--- src/rtl/hello_scroller_pkg.sv ---
// hello_scroller shared types: character codes, frame geometry, FSM states.
// Optional bounce mode is selected with SCROLL_BOUNCE_EN in hello_scroller.sv.
package hello_pkg;

  localparam int CODE_W     = 3;
  localparam int NUM_DIGITS = 8;
  localparam int MSG_CHARS  = 5;
  localparam int MSG_W      = CODE_W * MSG_CHARS;
  localparam int FRAME_W    = CODE_W * NUM_DIGITS;
  localparam int POS_W      = $clog2(NUM_DIGITS);

  localparam logic [CODE_W-1:0] CHAR_H     = 3'b000;
  localparam logic [CODE_W-1:0] CHAR_E     = 3'b001;
  localparam logic [CODE_W-1:0] CHAR_L     = 3'b010;
  localparam logic [CODE_W-1:0] CHAR_O     = 3'b011;
  localparam logic [CODE_W-1:0] CHAR_BLANK = 3'b111;

  typedef enum logic {
    STOPPED = 1'b0,
    RUNNING = 1'b1
  } state_e;

  // digit 7 moves to digit 0
  function automatic logic [FRAME_W-1:0] rot_left(
    input logic [FRAME_W-1:0] f
  );
    return {f[FRAME_W-CODE_W-1:0],
            f[FRAME_W-1 -: CODE_W]};
  endfunction

  function automatic logic [FRAME_W-1:0] rot_right(
    input logic [FRAME_W-1:0] f
  );
    return {f[CODE_W-1:0],
            f[FRAME_W-1:CODE_W]};
  endfunction

endpackage

--- src/rtl/hello_scroller_if.sv ---
// Control and display bundle between a scroller master and hello_scroller.
// Inputs carry _i, outputs _o, as seen from the scroller.
interface hello_scroller_if;
  import hello_pkg::*;

  logic               load_i;
  logic [MSG_W-1:0]   msg_in_i;
  logic               run_i;
  logic               dir_i;
  logic               step_i;
  logic [FRAME_W-1:0] codes_o;
  logic [POS_W-1:0]   pos_o;
  logic               wrap_o;

  modport master (
    output load_i,
    output msg_in_i,
    output run_i,
    output dir_i,
    output step_i,
    input  codes_o,
    input  pos_o,
    input  wrap_o
  );

  modport slave (
    input  load_i,
    input  msg_in_i,
    input  run_i,
    input  dir_i,
    input  step_i,
    output codes_o,
    output pos_o,
    output wrap_o
  );

endinterface

--- src/rtl/hello_scroller_tick_divider.sv ---
// Free-running divider: one-cycle tick every TICK_DIV enabled cycles.
// Counter is cleared whenever en_i is low.
module tick_divider #(
  parameter int TICK_DIV = 50000000,
  parameter int CNT_W    = $clog2(TICK_DIV)
) (
  input  logic clk_i,
  input  logic rst_i,
  input  logic en_i,
  output logic tick_o
);

  localparam logic [CNT_W-1:0] LAST =
    CNT_W'(TICK_DIV - 1);

  logic [CNT_W-1:0] cnt_q;
  logic [CNT_W-1:0] cnt_d;

  assign tick_o = en_i && (cnt_q == LAST);

  always_comb begin
    cnt_d = cnt_q + 1'b1;
    if (!en_i || tick_o) cnt_d = '0;
  end

  always_ff @(posedge clk_i) begin
    if (rst_i) cnt_q <= '0;
    else       cnt_q <= cnt_d;
  end

endmodule

--- src/rtl/hello_scroller.sv ---
// 8-digit H/E/L/O scroller: timed or stepped rotation of a loaded frame.
// Define SCROLL_BOUNCE_EN for ping-pong scrolling while running.
module hello_scroller
  import hello_pkg::*;
#(
  parameter int TICK_DIV = 50000000
) (
  input logic              clk_i,
  input logic              rst_i,
  hello_scroller_if.slave  bus
);

  state_e             state_q, state_d;
  logic [FRAME_W-1:0] codes_q, codes_d;
  logic [POS_W-1:0]   pos_q, pos_d;
  logic               wrap_q, wrap_d;
  logic               step_q;
  logic               running;
  logic               tick;
  logic               step_rise;
  logic               left;
  logic               rot_l, rot_r;

  assign running   = (state_q == RUNNING);
  assign step_rise = !running && bus.step_i && !step_q;

  tick_divider #(
    .TICK_DIV (TICK_DIV)
  ) u_div (
    .clk_i  (clk_i),
    .rst_i  (rst_i),
    .en_i   (running && !bus.load_i),
    .tick_o (tick)
  );

  always_comb begin
    state_d = state_q;
    unique case (state_q)
      STOPPED: if (bus.run_i)  state_d = RUNNING;
      RUNNING: if (!bus.run_i) state_d = STOPPED;
      default: state_d = STOPPED;
    endcase
  end

`ifdef SCROLL_BOUNCE_EN
  logic dir_q, dir_d;

  // Timed steps reverse at the edges instead of wrapping
  always_comb begin
    dir_d = dir_q;
    left  = !bus.dir_i;
    if (tick) begin
      if (!dir_q && pos_q == POS_W'(3))
        dir_d = 1'b1;
      else if (dir_q && pos_q == '0)
        dir_d = 1'b0;
      left = !dir_d;
    end
    if (bus.load_i) dir_d = bus.dir_i;
  end

  always_ff @(posedge clk_i) begin
    if (rst_i) dir_q <= bus.dir_i;
    else       dir_q <= dir_d;
  end
`else
  assign left = !bus.dir_i;
`endif

  assign rot_l = (tick || step_rise) &&
                 !bus.load_i && left;
  assign rot_r = (tick || step_rise) &&
                 !bus.load_i && !left;

  always_comb begin
    codes_d = codes_q;
    pos_d   = pos_q;
    wrap_d  = 1'b0;
    unique case (1'b1)
      bus.load_i: begin
        codes_d = {{(NUM_DIGITS-MSG_CHARS){CHAR_BLANK}},
                   bus.msg_in_i};
        pos_d   = '0;
      end
      rot_l: begin
        codes_d = rot_left(codes_q);
        pos_d   = pos_q + 1'b1;
        wrap_d  = (pos_q == '1);
      end
      rot_r: begin
        codes_d = rot_right(codes_q);
        pos_d   = pos_q - 1'b1;
        wrap_d  = (pos_q == '0);
      end
      default: ;
    endcase
`ifdef SCROLL_BOUNCE_EN
    if (tick) wrap_d = 1'b0;
`endif
  end

  always_ff @(posedge clk_i) begin
    if (rst_i) begin
      state_q <= STOPPED;
      codes_q <= '1;
      pos_q   <= '0;
      wrap_q  <= 1'b0;
      step_q  <= 1'b0;
    end else begin
      state_q <= state_d;
      codes_q <= codes_d;
      pos_q   <= pos_d;
      wrap_q  <= wrap_d;
      step_q  <= bus.step_i;
    end
  end

  assign bus.codes_o = codes_q;
  assign bus.pos_o   = pos_q;
  assign bus.wrap_o  = wrap_q;

endmodule

--- src/flat_wrapper.sv ---
// flat-port wrapper written by rule: the top's interface ports become plain ports
module hello_scroller_flat import hello_pkg::*;
#(
  parameter int TICK_DIV = 50000000
)
  (clk_i, rst_i, bus_load_i, bus_msg_in_i, bus_run_i, bus_dir_i, bus_step_i, bus_codes_o, bus_pos_o, bus_wrap_o);
  hello_scroller_if bus_i ();
  input logic clk_i;
  input logic rst_i;
  input wire logic [$bits(bus_i.load_i)-1:0] bus_load_i;
  input wire logic [$bits(bus_i.msg_in_i)-1:0] bus_msg_in_i;
  input wire logic [$bits(bus_i.run_i)-1:0] bus_run_i;
  input wire logic [$bits(bus_i.dir_i)-1:0] bus_dir_i;
  input wire logic [$bits(bus_i.step_i)-1:0] bus_step_i;
  output wire logic [$bits(bus_i.codes_o)-1:0] bus_codes_o;
  output wire logic [$bits(bus_i.pos_o)-1:0] bus_pos_o;
  output wire logic [$bits(bus_i.wrap_o)-1:0] bus_wrap_o;
  assign bus_i.load_i = bus_load_i;
  assign bus_i.msg_in_i = bus_msg_in_i;
  assign bus_i.run_i = bus_run_i;
  assign bus_i.dir_i = bus_dir_i;
  assign bus_i.step_i = bus_step_i;
  assign bus_codes_o = bus_i.codes_o;
  assign bus_pos_o = bus_i.pos_o;
  assign bus_wrap_o = bus_i.wrap_o;
  hello_scroller #(.TICK_DIV(TICK_DIV)) u_core (.clk_i(clk_i), .rst_i(rst_i), .bus(bus_i));
endmodule
--- config.mk ---
export PLATFORM = sky130hd
export DESIGN_NAME = hello_scroller_flat
export DESIGN_NICKNAME = d
export VERILOG_FILES = /design/src/rtl/hello_scroller_pkg.sv /design/src/rtl/hello_scroller_if.sv /design/src/rtl/hello_scroller_tick_divider.sv /design/src/rtl/hello_scroller.sv /design/src/flat_wrapper.sv
export SDC_FILE = /design/constraint.sdc
export NUM_CORES = 1
export LEC_CHECK = 0
export CAP_MARGIN = 30
export CELL_PAD_IN_SITES_DETAIL_PLACEMENT = 0
export CELL_PAD_IN_SITES_GLOBAL_PLACEMENT = 1
export CORE_ASPECT_RATIO = 0.5
export CORE_MARGIN = 1.5
export CORE_UTILIZATION = 44
export CTS_CLUSTER_DIAMETER = 150
export DETAILED_ROUTE_END_ITERATION = 8
export GPL_TIMING_DRIVEN = 0
export PLACE_DENSITY = 0.95
export SETUP_SLACK_MARGIN = 0.2
export SLEW_MARGIN = 40
export SYNTH_ARGS = -nofsm -noshare
export SYNTH_HDL_FRONTEND = slang
export SYNTH_SLANG_ARGS = --single-unit
--- constraint.sdc ---
create_clock -name clk_i -period 4.5 [get_ports clk_i]
set_clock_uncertainty 0.05 [all_clocks]
set_input_delay 0.9 -clock clk_i [delete_from_list [all_inputs] [get_ports clk_i]]
set_output_delay 0.9 -clock clk_i [all_outputs]
set_load 0.005 [all_outputs]
==> metrics.cfg, run 1 <==
[logic_synthesis]
avgSynthCellArea_um2=8.96
synth_edf_count=0
syn_nets=369
netlist.area_leader.share_pct=36.2
syn_area_mm2=0.00310
ys_ff_latch=56
ys.warnings.count=0
synth_cell_types=49
synth_largest_area_cell=dfxtp_1
synth_ff_type=dfxtp_1
synthArstFlopShare_pct=0
ys_top_cells_by_area=dfxtp_1 36%, mux2i_1 8.4%, o21ai_0 5.5%, a21oi_1 4.7%, mux2_4 4.4%
syn-instance-count=346
seq_area_frac_synth_pct=36.2

[floorplan]
rows=21
die_w_um=122
start_util_pct=45.9
core_mm2=0.00675
die_h_um=62.3
dieArea_mm2=0.00759
io_pins=49

[detailed_routing]
drtIter0Drc=159
drcViolationCount=0
dr.pass1.iters=4
final_antenna_net_count=0
via_per_inst=5.63
wl_per_cell_um=15.4
wirelength_mm=7.61
num_vias=2776

[sta]
setup_violations=0
max_slew_margin_pct=53.0
rsz0062_at_grt=false
hold_slack_ns=0.388
fin_setup_tns_ns=0
min_period_ns=3.18
worst_slack_ns=1.32
finalHoldViolCount=0
maxSlewViolCount=0
worstMarginPinSlew_ns=0.703
max_clock_freq_mhz=315
fin_crit_sh_pct=70.6

[clock_network]
tritoncts=done
path_clk_slew_ns=0.07
clk_path_buf_depth=2
cts_resized=0
post_cts.repair.setup_buffers=0
clock-sinks=56
clkLatencyLatePin_ns=0.30
cts_max_level=2
ctsHoldBuffers=0
cts_buffers=5
root_buffer=clkbuf_16

[cells_and_area]
antenna_cells=0
area_growth_pct=23.7
fin_cells=493
num-nets-final=423
fillers=598
fin_area_mm2=0.00383
layout_common_cells=56 x dfxtp_1, 47 x clkdlybuf4s50_1, 34 x o21ai_0, 29 x a21oi_1, 26 x mux2i_1
final_common_cell=dfxtp_1
fin_util_pct=56.8
layout-drive-gt1-share_pct=12.0

[worst_setup_path]
path_class=in2reg
r2r-start=u_core.u_div.cnt_q[0]
r2r_cells=11
cp-end-kind=flop
rrSetupSlack_ns=1.66
rr_endpoint=u_core.bus.pos_o[2]
cp-start-kind=input pin
crit_path_start=bus_step_i
crit_fanout=10
endpoint=u_core.bus.pos_o[2]
worstPathArrival_ns=3.32
required_ns=4.64

[global_routing]
grt_pass1_vias=2779
grt_max_degree=17
grt_usage_pct=21.2
grt_overflow=0
grt_antenna_before_repair=0
grt_pass1_wl_mm=13.0

[pwr]
p_leak_nw=1.52
vdd_drop_max_v=0.000189
total_power_mw=1.09
power_density_mw_per_mm2=284

[placement]
post-place-ws_ns=1.00
dpl_cell_area_mm2=0.00368
dp.cells=485
place_congestion=0.839
portBuffers=47
dpl.hpwl_mm=5.44

[run]
cap_violations=0

[hold_path]
holdCritPathClass=reg2reg

[outcome]
status=completed

[final cells by class]
cell class                      count  area, µm²  area share (%)
Clock buffer                        6        139            3.62
Clock inverter                      2       10.0           0.261
Buffer                             22        145            3.79
Timing Repair Buffer               47        470            12.3
Multi-Input combinational cell    250       1770            46.1
Sequential cell                    56       1120            29.2
Inverter                           18       67.6            1.76
Tap cell                           92        115            3.00
[cell families (layout without fill, tap and decap cells)]
logic type / Yosys count / count (layout) / synth area share (%)
multiplexers: 41 / 41 / 14.9
XOR/XNOR: 11 / 11 / 3.11
AND/OR/NAND/NOR: 108 / 108 / 21.0
AO/OA/AOI/OAI: 88 / 88 / 16.8
buffers and inverters: 40 / 95 / 6.86
adder cells (fa/ha/maj): 2 / 2 / 1.05
flip-flops: 56 / 56 / 36.2
[critical path: stages]
cell             delay, ns
clkdlybuf4s50_1       0.46
or3b_2                0.52
o21ai_4               0.17
buf_12                0.20
nand3b_1              0.11
fa_1                  0.40
xor2_1                0.23
nor4_1                0.08
a31oi_1               0.16
nand3_1               0.09
[metal layers]
layer | track usage [%] | part of all wire [%]
met1 | 26.6 | 46
met3 | 5.42 | 4.4
met2 | 35.1 | 48
met5 | 0 | 0
met4 | 7.79 | 1.4
[registers in the layout, indices dropped and copies added, names as in the netlist]
| name | cells |
|---|---|
| u_core.u_div.cnt_q | 26 |
| u_core.step_q | 1 |
| u_core.running | 1 |
| u_core.bus.codes_o | 24 |
| u_core.bus.pos_o | 3 |
| u_core.bus.wrap_o | 1 |
[cell usage after synthesis, drive strengths merged (2+ instances only)]
| cell type | number |
|---|---|
| mux2 | 15 |
| a211oi | 6 |
| and4 | 4 |
| mux2i | 26 |
| or4 | 10 |
| or3 | 5 |
| a31oi | 2 |
| nand3 | 17 |
| buf | 13 |
| o211a | 3 |
| clkbuf | 9 |
| nor4 | 3 |
| nor4b | 2 |
| nor2 | 21 |
| nand4 | 8 |
| a21oi | 29 |
| nand2 | 12 |
| and3 | 8 |
| o21ai | 35 |
| o31ai | 10 |
| nor3 | 3 |
| xnor2 | 3 |
| nor2b | 9 |
| dfxtp | 56 |
| xor2 | 8 |
| inv | 18 |
[power breakdown]
| part | internal [mW] | leakage [nW] | switching, mW | total [mW] |
|---|---|---|---|---|
| combinational | 0.0887 | 0.988 | 0.0675 | 0.156 |
| sequential | 0.513 | 0.457 | 0.0198 | 0.533 |
| clock | 0.220 | 0.0766 | 0.178 | 0.398 |
[how the worst min path moves through the flow]
stage	startpoint	end	slack (ns)	cells past startpoint
2_1_floorplan	u_core.u_div.cnt_q[0]	u_core.u_div.cnt_q[0]	0.36	1
6_report	u_core.u_div.cnt_q[0]	u_core.u_div.cnt_q[0]	0.39	1
3_5_place_dp	u_core.u_div.cnt_q[0]	u_core.u_div.cnt_q[0]	0.38	1
4_1_cts	u_core.u_div.cnt_q[0]	u_core.u_div.cnt_q[0]	0.39	1
3_3_place_gp	u_core.u_div.cnt_q[0]	u_core.u_div.cnt_q[0]	0.37	1
5_1_grt	u_core.u_div.cnt_q[0]	u_core.u_div.cnt_q[0]	0.45	1
No activity file was read; power rests on OpenSTA's default activity.
==> inputs of run 2 (changes only) <==
Settings changed: CORE_UTILIZATION 44 to 41, PLACE_DENSITY 0.95 to 0.91.
Clock period 4.5 ns to 3.1 ns, I/O delays scaled along.
==> run 2 against run 1 <==
Net effect: via count is 1.9% lower; sequential share of layout area shrank 0.41 points; flip-flop and latch count stayed put; global-route usage decreased by 1.8 points; critical path type unchanged; critical endpoint unchanged.
==> metrics.cfg, run 2 (synthesis results as in run 1) <==
[cells_and_area]
final_common_cell=dfxtp_1  ; unchanged
largest_register_ff_count=26  ; unchanged
fin_area_mm2=0.00389  ; was 0.00383 mm²
antenna_cells=0  ; unchanged
layout_common_cells=56 x dfxtp_1, 47 x clkdlybuf4s50_1, 34 x o21ai_0, 29 x a21oi_1, 26 x mux2i_1  ; unchanged
top_register=u_core.u_div.cnt_q  ; unchanged
layout-drive-gt1-share_pct=12.7  ; was 12.0%
num-nets-final=425  ; was 423
area_growth_pct=25.5  ; was 23.7%
fin_cells=499  ; was 493

[hold_path]
holdPathEnd=u_core.u_div.cnt_q[0]  ; unchanged
holdCritPathClass=reg2reg  ; unchanged
min_from=u_core.u_div.cnt_q[0]  ; unchanged
hold_depth=1  ; unchanged

[floorplan]
die_w_um=126  ; was 122 µm
core_mm2=0.00732  ; was 0.00675 mm²
dieArea_mm2=0.00812  ; was 0.00759 mm²
start_util_pct=42.3  ; was 45.9%
die_h_um=64.5  ; was 62.3 µm
io_pins=49  ; unchanged
rows=22  ; was 21

[clock_network]
cts_max_level=2  ; unchanged
clock-sinks=56  ; unchanged
clkLatencyLatePin_ns=0.30  ; about the same
path_clk_slew_ns=0.07  ; about the same
clk_path_buf_depth=2  ; unchanged
tritoncts=done  ; unchanged
root_buffer=clkbuf_16  ; unchanged
cts_buffers=5  ; unchanged

[worst_setup_path]
cp-start-kind=input pin  ; unchanged
cpMaxStageDelayCell=or3b_2  ; unchanged
path_class=in2reg  ; unchanged
rrSetupSlack_ns=0.37  ; was 1.66 ns
crit_fanout=10  ; unchanged
r2r_cells=11  ; unchanged
r2r-start=u_core.u_div.cnt_q[0]  ; unchanged
critical_path.top_delay_family=simple AND/OR/NAND/NOR gates  ; unchanged
rr_endpoint=u_core.bus.pos_o[2]  ; unchanged
worstPathArrival_ns=2.95  ; was 3.32 ns
cp-end-kind=flop  ; unchanged
crit_chain=clkdlybuf4s50_1, or3b_2, o21ai_4, buf_12, nand3b_1, fa_1, xor2_1, nor4_1, a31oi_1, nand3_1  ; unchanged
crit_path_max_incr_delay_ns=0.52  ; about the same
cp.buffers_inverters=2  ; unchanged
required_ns=3.24  ; was 4.64 ns

[detailed_routing]
drtIter0Drc=177  ; was 159
final_antenna_net_count=0  ; unchanged
via_per_inst=5.46  ; was 5.63
wirelength_mm=7.50  ; was 7.61 mm
wl_per_cell_um=15.0  ; was 15.4 µm
dr.pass1.iters=4  ; unchanged
num_vias=2723  ; was 2776
drcViolationCount=0  ; unchanged

[global_routing]
grt_usage_pct=19.3  ; was 21.2%
grt_pass1_wl_mm=12.6  ; was 13.0 mm
grt_max_degree=17  ; unchanged
grt_overflow=0  ; unchanged
grt_pass1_vias=2592  ; was 2779
grt_antenna_before_repair=0  ; unchanged

[sta]
fin_crit_sh_pct=90.7
rsz0062_at_grt=true  ; was false
setup_violations=0  ; unchanged
fin_setup_tns_ns=0  ; unchanged
maxSlewViolCount=0  ; unchanged
max_slew_margin_pct=52.8  ; was 53.0%
min_period_ns=2.81
worstMarginPinSlew_ns=0.706  ; was 0.703 ns
finalHoldViolCount=0  ; unchanged
max_clock_freq_mhz=356

[placement]
dpl.hpwl_mm=5.23  ; was 5.44 mm
place_congestion=0.791  ; was 0.839
dpl_cell_area_mm2=0.00369  ; was 0.00368 mm²
dp.cells=489  ; was 485
portBuffers=47  ; unchanged

[pwr]
power_density_mw_per_mm2=436  ; was 284 mW/mm²
vdd_drop_max_v=0.000246  ; was 0.000189 V
p_leak_nw=1.55  ; was 1.52 nW

[outcome]
status=completed  ; unchanged

[run]
cap_violations=0  ; unchanged

[run 2: cell count changes in the layout (fill, tap and decap cells not counted)]
cell | previous run | this run
clkbuf_2 | 0 | 1
clkinv_2 | 2 | 0
clkbuf_1 | 9 | 8
bufinv_16 | 0 | 1
buf_4 | 1 | 3
clkbuf_8 | 1 | 2
[run 2: per-stage QoR]
stage               hold WS [ns]  total power [mW]  utilization [%]  worst slack, ns
global placement           0.378              1.01             50.4          -0.0620
CTS                        0.409              1.70             52.9            0.243
finish                     0.408              1.69             53.1            0.288
detailed placement         0.397              1.01             50.4          -0.0782
global route               0.418              1.75             53.1            0.160
floorplan                  0.363             0.908                -            0.537
[run 2: routing by layer]
layer  vias to the layer above  share of wire (%)  global-route usage (%)  routed length (µm)
li1                       1376                  -                       -                   -
met1                      1289                 49                    25.6                3690
met2                        46                 46                    32.5                3420
met3                        12                3.9                    3.96                 295
met4                         0                1.2                    5.17                  88
met5                         -                  0                       0                   0
[run 2: what timing repair did]
action,CTS,global route
resized for setup,0,2
setup endpoints to repair,0,2
setup buffers,0,2
hold endpoints to repair,0,0
hold buffers,0,0
[run 2: layout make-up]
cell class	instances	area (µm²)
well taps	96	120
multi-input cells	250	1770
clock buffers	7	153
flip-flops and latches	56	1120
plain buffers	22	146
inverters	18	67.6
fillers	688	3430
clock inverters	1	30.0
repair buffers	49	485
[run 2: worst reg2reg max path: cells and delay by family, from the launching register on]
kind | cells | cell delay [ns]
flops | 1 | 0.36
buf+inv | 1 | 0.18
simple gates | 5 | 0.69
fa+ha+maj | 2 | 0.72
compound gates | 2 | 0.40
xor+xnor | 1 | 0.23
[run 2: where the power goes]
part | total (mW) | internal, mW | leakage [nW] | switching, mW
Combinational | 0.226 | 0.131 | 1.00 | 0.0952
Sequential | 0.774 | 0.745 | 0.457 | 0.0296
Clock | 0.694 | 0.426 | 0.0901 | 0.268
[run 2: worst max-delay path by stage]
stage,from,endpoint,slack [ns],cells past startpoint
2_1_floorplan,bus_dir_i,u_core.bus.pos_o[2],0.54,9
6_report,bus_step_i,u_core.bus.pos_o[2],0.29,10
5_1_grt,bus_step_i,u_core.bus.pos_o[2],0.16,10
3_5_place_dp,bus_step_i,u_core.bus.pos_o[2],-0.08,10
4_1_cts,bus_step_i,u_core.bus.pos_o[2],0.24,10
3_3_place_gp,bus_step_i,u_core.bus.pos_o[2],-0.06,10
==> inputs of run 3 (changes only) <==
Settings changed: CORE_UTILIZATION 41 to 48, CTS_CLUSTER_SIZE set to 12, DONT_BUFFER_PORTS set to 1, PLACE_DENSITY 0.91 to 0.9.
==> run 3 against run 2 <==
Net effect: combinational power down 31%; final area down 13%; sequential power up 0.6%; total power down 6.2%; clock power down 5.9%; sequential share of layout area up 4.1 points; via count down 2.1%; worst setup slack better by 0.094 ns; first-iteration DRC count down 33%; fmax up 3.5%.
==> metrics.cfg, run 3 (synthesis results as in run 1) <==
[detailed_routing]
dr.pass1.iters=4  ; unchanged
final_antenna_net_count=0  ; unchanged
drcViolationCount=0  ; unchanged
via_per_inst=5.99  ; was 5.46
num_vias=2666  ; was 2723
wirelength_mm=7.60  ; was 7.50 mm
wl_per_cell_um=17.1  ; was 15.0 µm
drtIter0Drc=119  ; was 177

[worst_setup_path]
path_class=reg2reg  ; was in2reg
cp-start-kind=flop  ; was input pin
rrSetupSlack_ns=0.38  ; was 0.37 ns
cp-end-kind=flop  ; unchanged
required_ns=3.25  ; was 3.24 ns
worstPathArrival_ns=2.86  ; was 2.95 ns
crit_fanout=10  ; unchanged

[clock_network]
path_clk_slew_ns=0.07  ; about the same
cts_resized=0  ; unchanged
cts_max_level=2  ; unchanged
clk_path_buf_depth=2  ; unchanged
cts_buffers=5  ; unchanged
clock-sinks=56  ; unchanged
clkLatencyLatePin_ns=0.30  ; about the same
tritoncts=done  ; unchanged
root_buffer=clkbuf_16  ; unchanged

[global_routing]
grt_pass1_wl_mm=12.7  ; was 12.6 mm
grt_usage_pct=23.9  ; was 19.3%
grt_antenna_before_repair=0  ; unchanged
grt_pass1_vias=2648  ; was 2592
grt_overflow=0  ; unchanged
grt_max_degree=18  ; was 17

[cells_and_area]
layout_common_cells=56 x dfxtp_1, 34 x o21ai_0, 29 x a21oi_1, 26 x mux2i_1, 21 x nor2_1  ; was 56 x dfxtp_1, 47 x clkdlybuf4s50_1, 34 x o21ai_0, 29 x a21oi_1, 26 x mux2i_1
fin_area_mm2=0.00340  ; was 0.00389 mm²
antenna_cells=0  ; unchanged
fillers=572  ; was 688
num-nets-final=379  ; was 425
largest_register_ff_count=26  ; unchanged
area_growth_pct=9.69  ; was 25.5%
final_common_cell=dfxtp_1  ; unchanged
layout-drive-gt1-share_pct=14.3  ; was 12.7%
top_register=u_core.u_div.cnt_q  ; unchanged

[sta]
maxSlewViolCount=0  ; unchanged
min_period_ns=2.72  ; was 2.81 ns
max_clock_freq_mhz=368  ; was 356 MHz
fin_setup_tns_ns=0  ; unchanged
fin_crit_sh_pct=87.7  ; was 90.7%
worstMarginPinSlew_ns=0.753  ; was 0.706 ns
setup_violations=0  ; unchanged
rsz0062_at_grt=false  ; was true
finalHoldViolCount=0  ; unchanged
max_slew_margin_pct=49.6  ; was 52.8%

[run]
cap_violations=0  ; unchanged

[placement]
dpl.hpwl_mm=5.43  ; was 5.23 mm
dpl_cell_area_mm2=0.00321  ; was 0.00369 mm²
portBuffers=0  ; was 47
place_congestion=0.882  ; was 0.791

[pwr]
total_power_mw=1.59  ; was 1.69 mW
power_density_mw_per_mm2=467  ; was 436 mW/mm²
p_leak_nw=1.35  ; was 1.55 nW
vdd_drop_max_v=0.000228  ; was 0.000246 V

[outcome]
status=completed  ; unchanged

[floorplan]
dieArea_mm2=0.00698  ; was 0.00812 mm²
core_mm2=0.00616  ; was 0.00732 mm²
die_w_um=117  ; was 126 µm
rows=20  ; was 22
io_pins=49  ; unchanged
start_util_pct=50.3  ; was 42.3%
die_h_um=59.8  ; was 64.5 µm

[hold_path]
holdCritPathClass=reg2reg  ; unchanged

## run 3: per-stage QoR
step                utilization (%)  worst slack, ns  instances  hold slack, ns
floorplan                         -            0.537        346           0.363
global placement               52.1            0.243        434           0.372
detailed placement             52.1            0.157        434           0.385
CTS                            54.9            0.267        442           0.395
global route                   55.2            0.172        445           0.388
finish                         55.2            0.382        445           0.392
## run 3: worst max-delay path: stages, from the launching register on
cell	delay [ns]
dfxtp_1	0.35
ha_1	0.30
and3_2	0.25
nand4_2	0.17
o21ai_4	0.25
buf_12	0.18
nand3b_1	0.12
fa_1	0.41
xor2_1	0.23
nor4_1	0.07
a31oi_1	0.16
nand3_1	0.09
## run 3: per-layer routing
metal  track usage [%]  wire length (µm)  part of all wire (%)  vias up
met4              8.78               153                   2.0        0
met3              7.20               441                   5.8       12
met1              28.2              3390                    45     1309
met5                 0                 0                     0        -
li1                  -                 -                     -     1279
met2              42.0              3620                    48       66
## run 3: final timing paths
| kind | start | endpoint | cells past startpoint |
|---|---|---|---|
| worst max register to register | u_core.u_div.cnt_q[0] | u_core.bus.pos_o[2] | 11 |
| worst min-delay path | u_core.u_div.cnt_q[0] | u_core.u_div.cnt_q[0] | 1 |
| worst max-delay path | u_core.u_div.cnt_q[0] | u_core.bus.pos_o[2] | 11 |
| worst min register to register | u_core.u_div.cnt_q[0] | u_core.u_div.cnt_q[0] | 1 |
## run 3: area by class of cell
type / count / area, µm² / area share, %
multi-input combinational: 250 / 1770 / 51.9
sequential: 56 / 1120 / 33.0
buffer: 22 / 145 / 4.27
clock buffer: 5 / 125 / 3.68
tap: 88 / 110 / 3.24
inverter: 18 / 67.6 / 1.99
clock inverter: 3 / 42.5 / 1.25
timing repair buffer: 3 / 22.5 / 0.662
## run 3: where the power goes
group | internal [mW] | leakage [nW] | switching [mW] | total (mW)
Sequential | 0.744 | 0.457 | 0.0342 | 0.779
Combinational | 0.0747 | 0.813 | 0.0827 | 0.157
Clock | 0.380 | 0.0798 | 0.273 | 0.653
## run 3: repair_timing
item,CTS,global route
buffers inserted,0,3
hold buffers,0,0
endpoints found under the setup margin,0,2
endpoints found under the hold margin,0,0
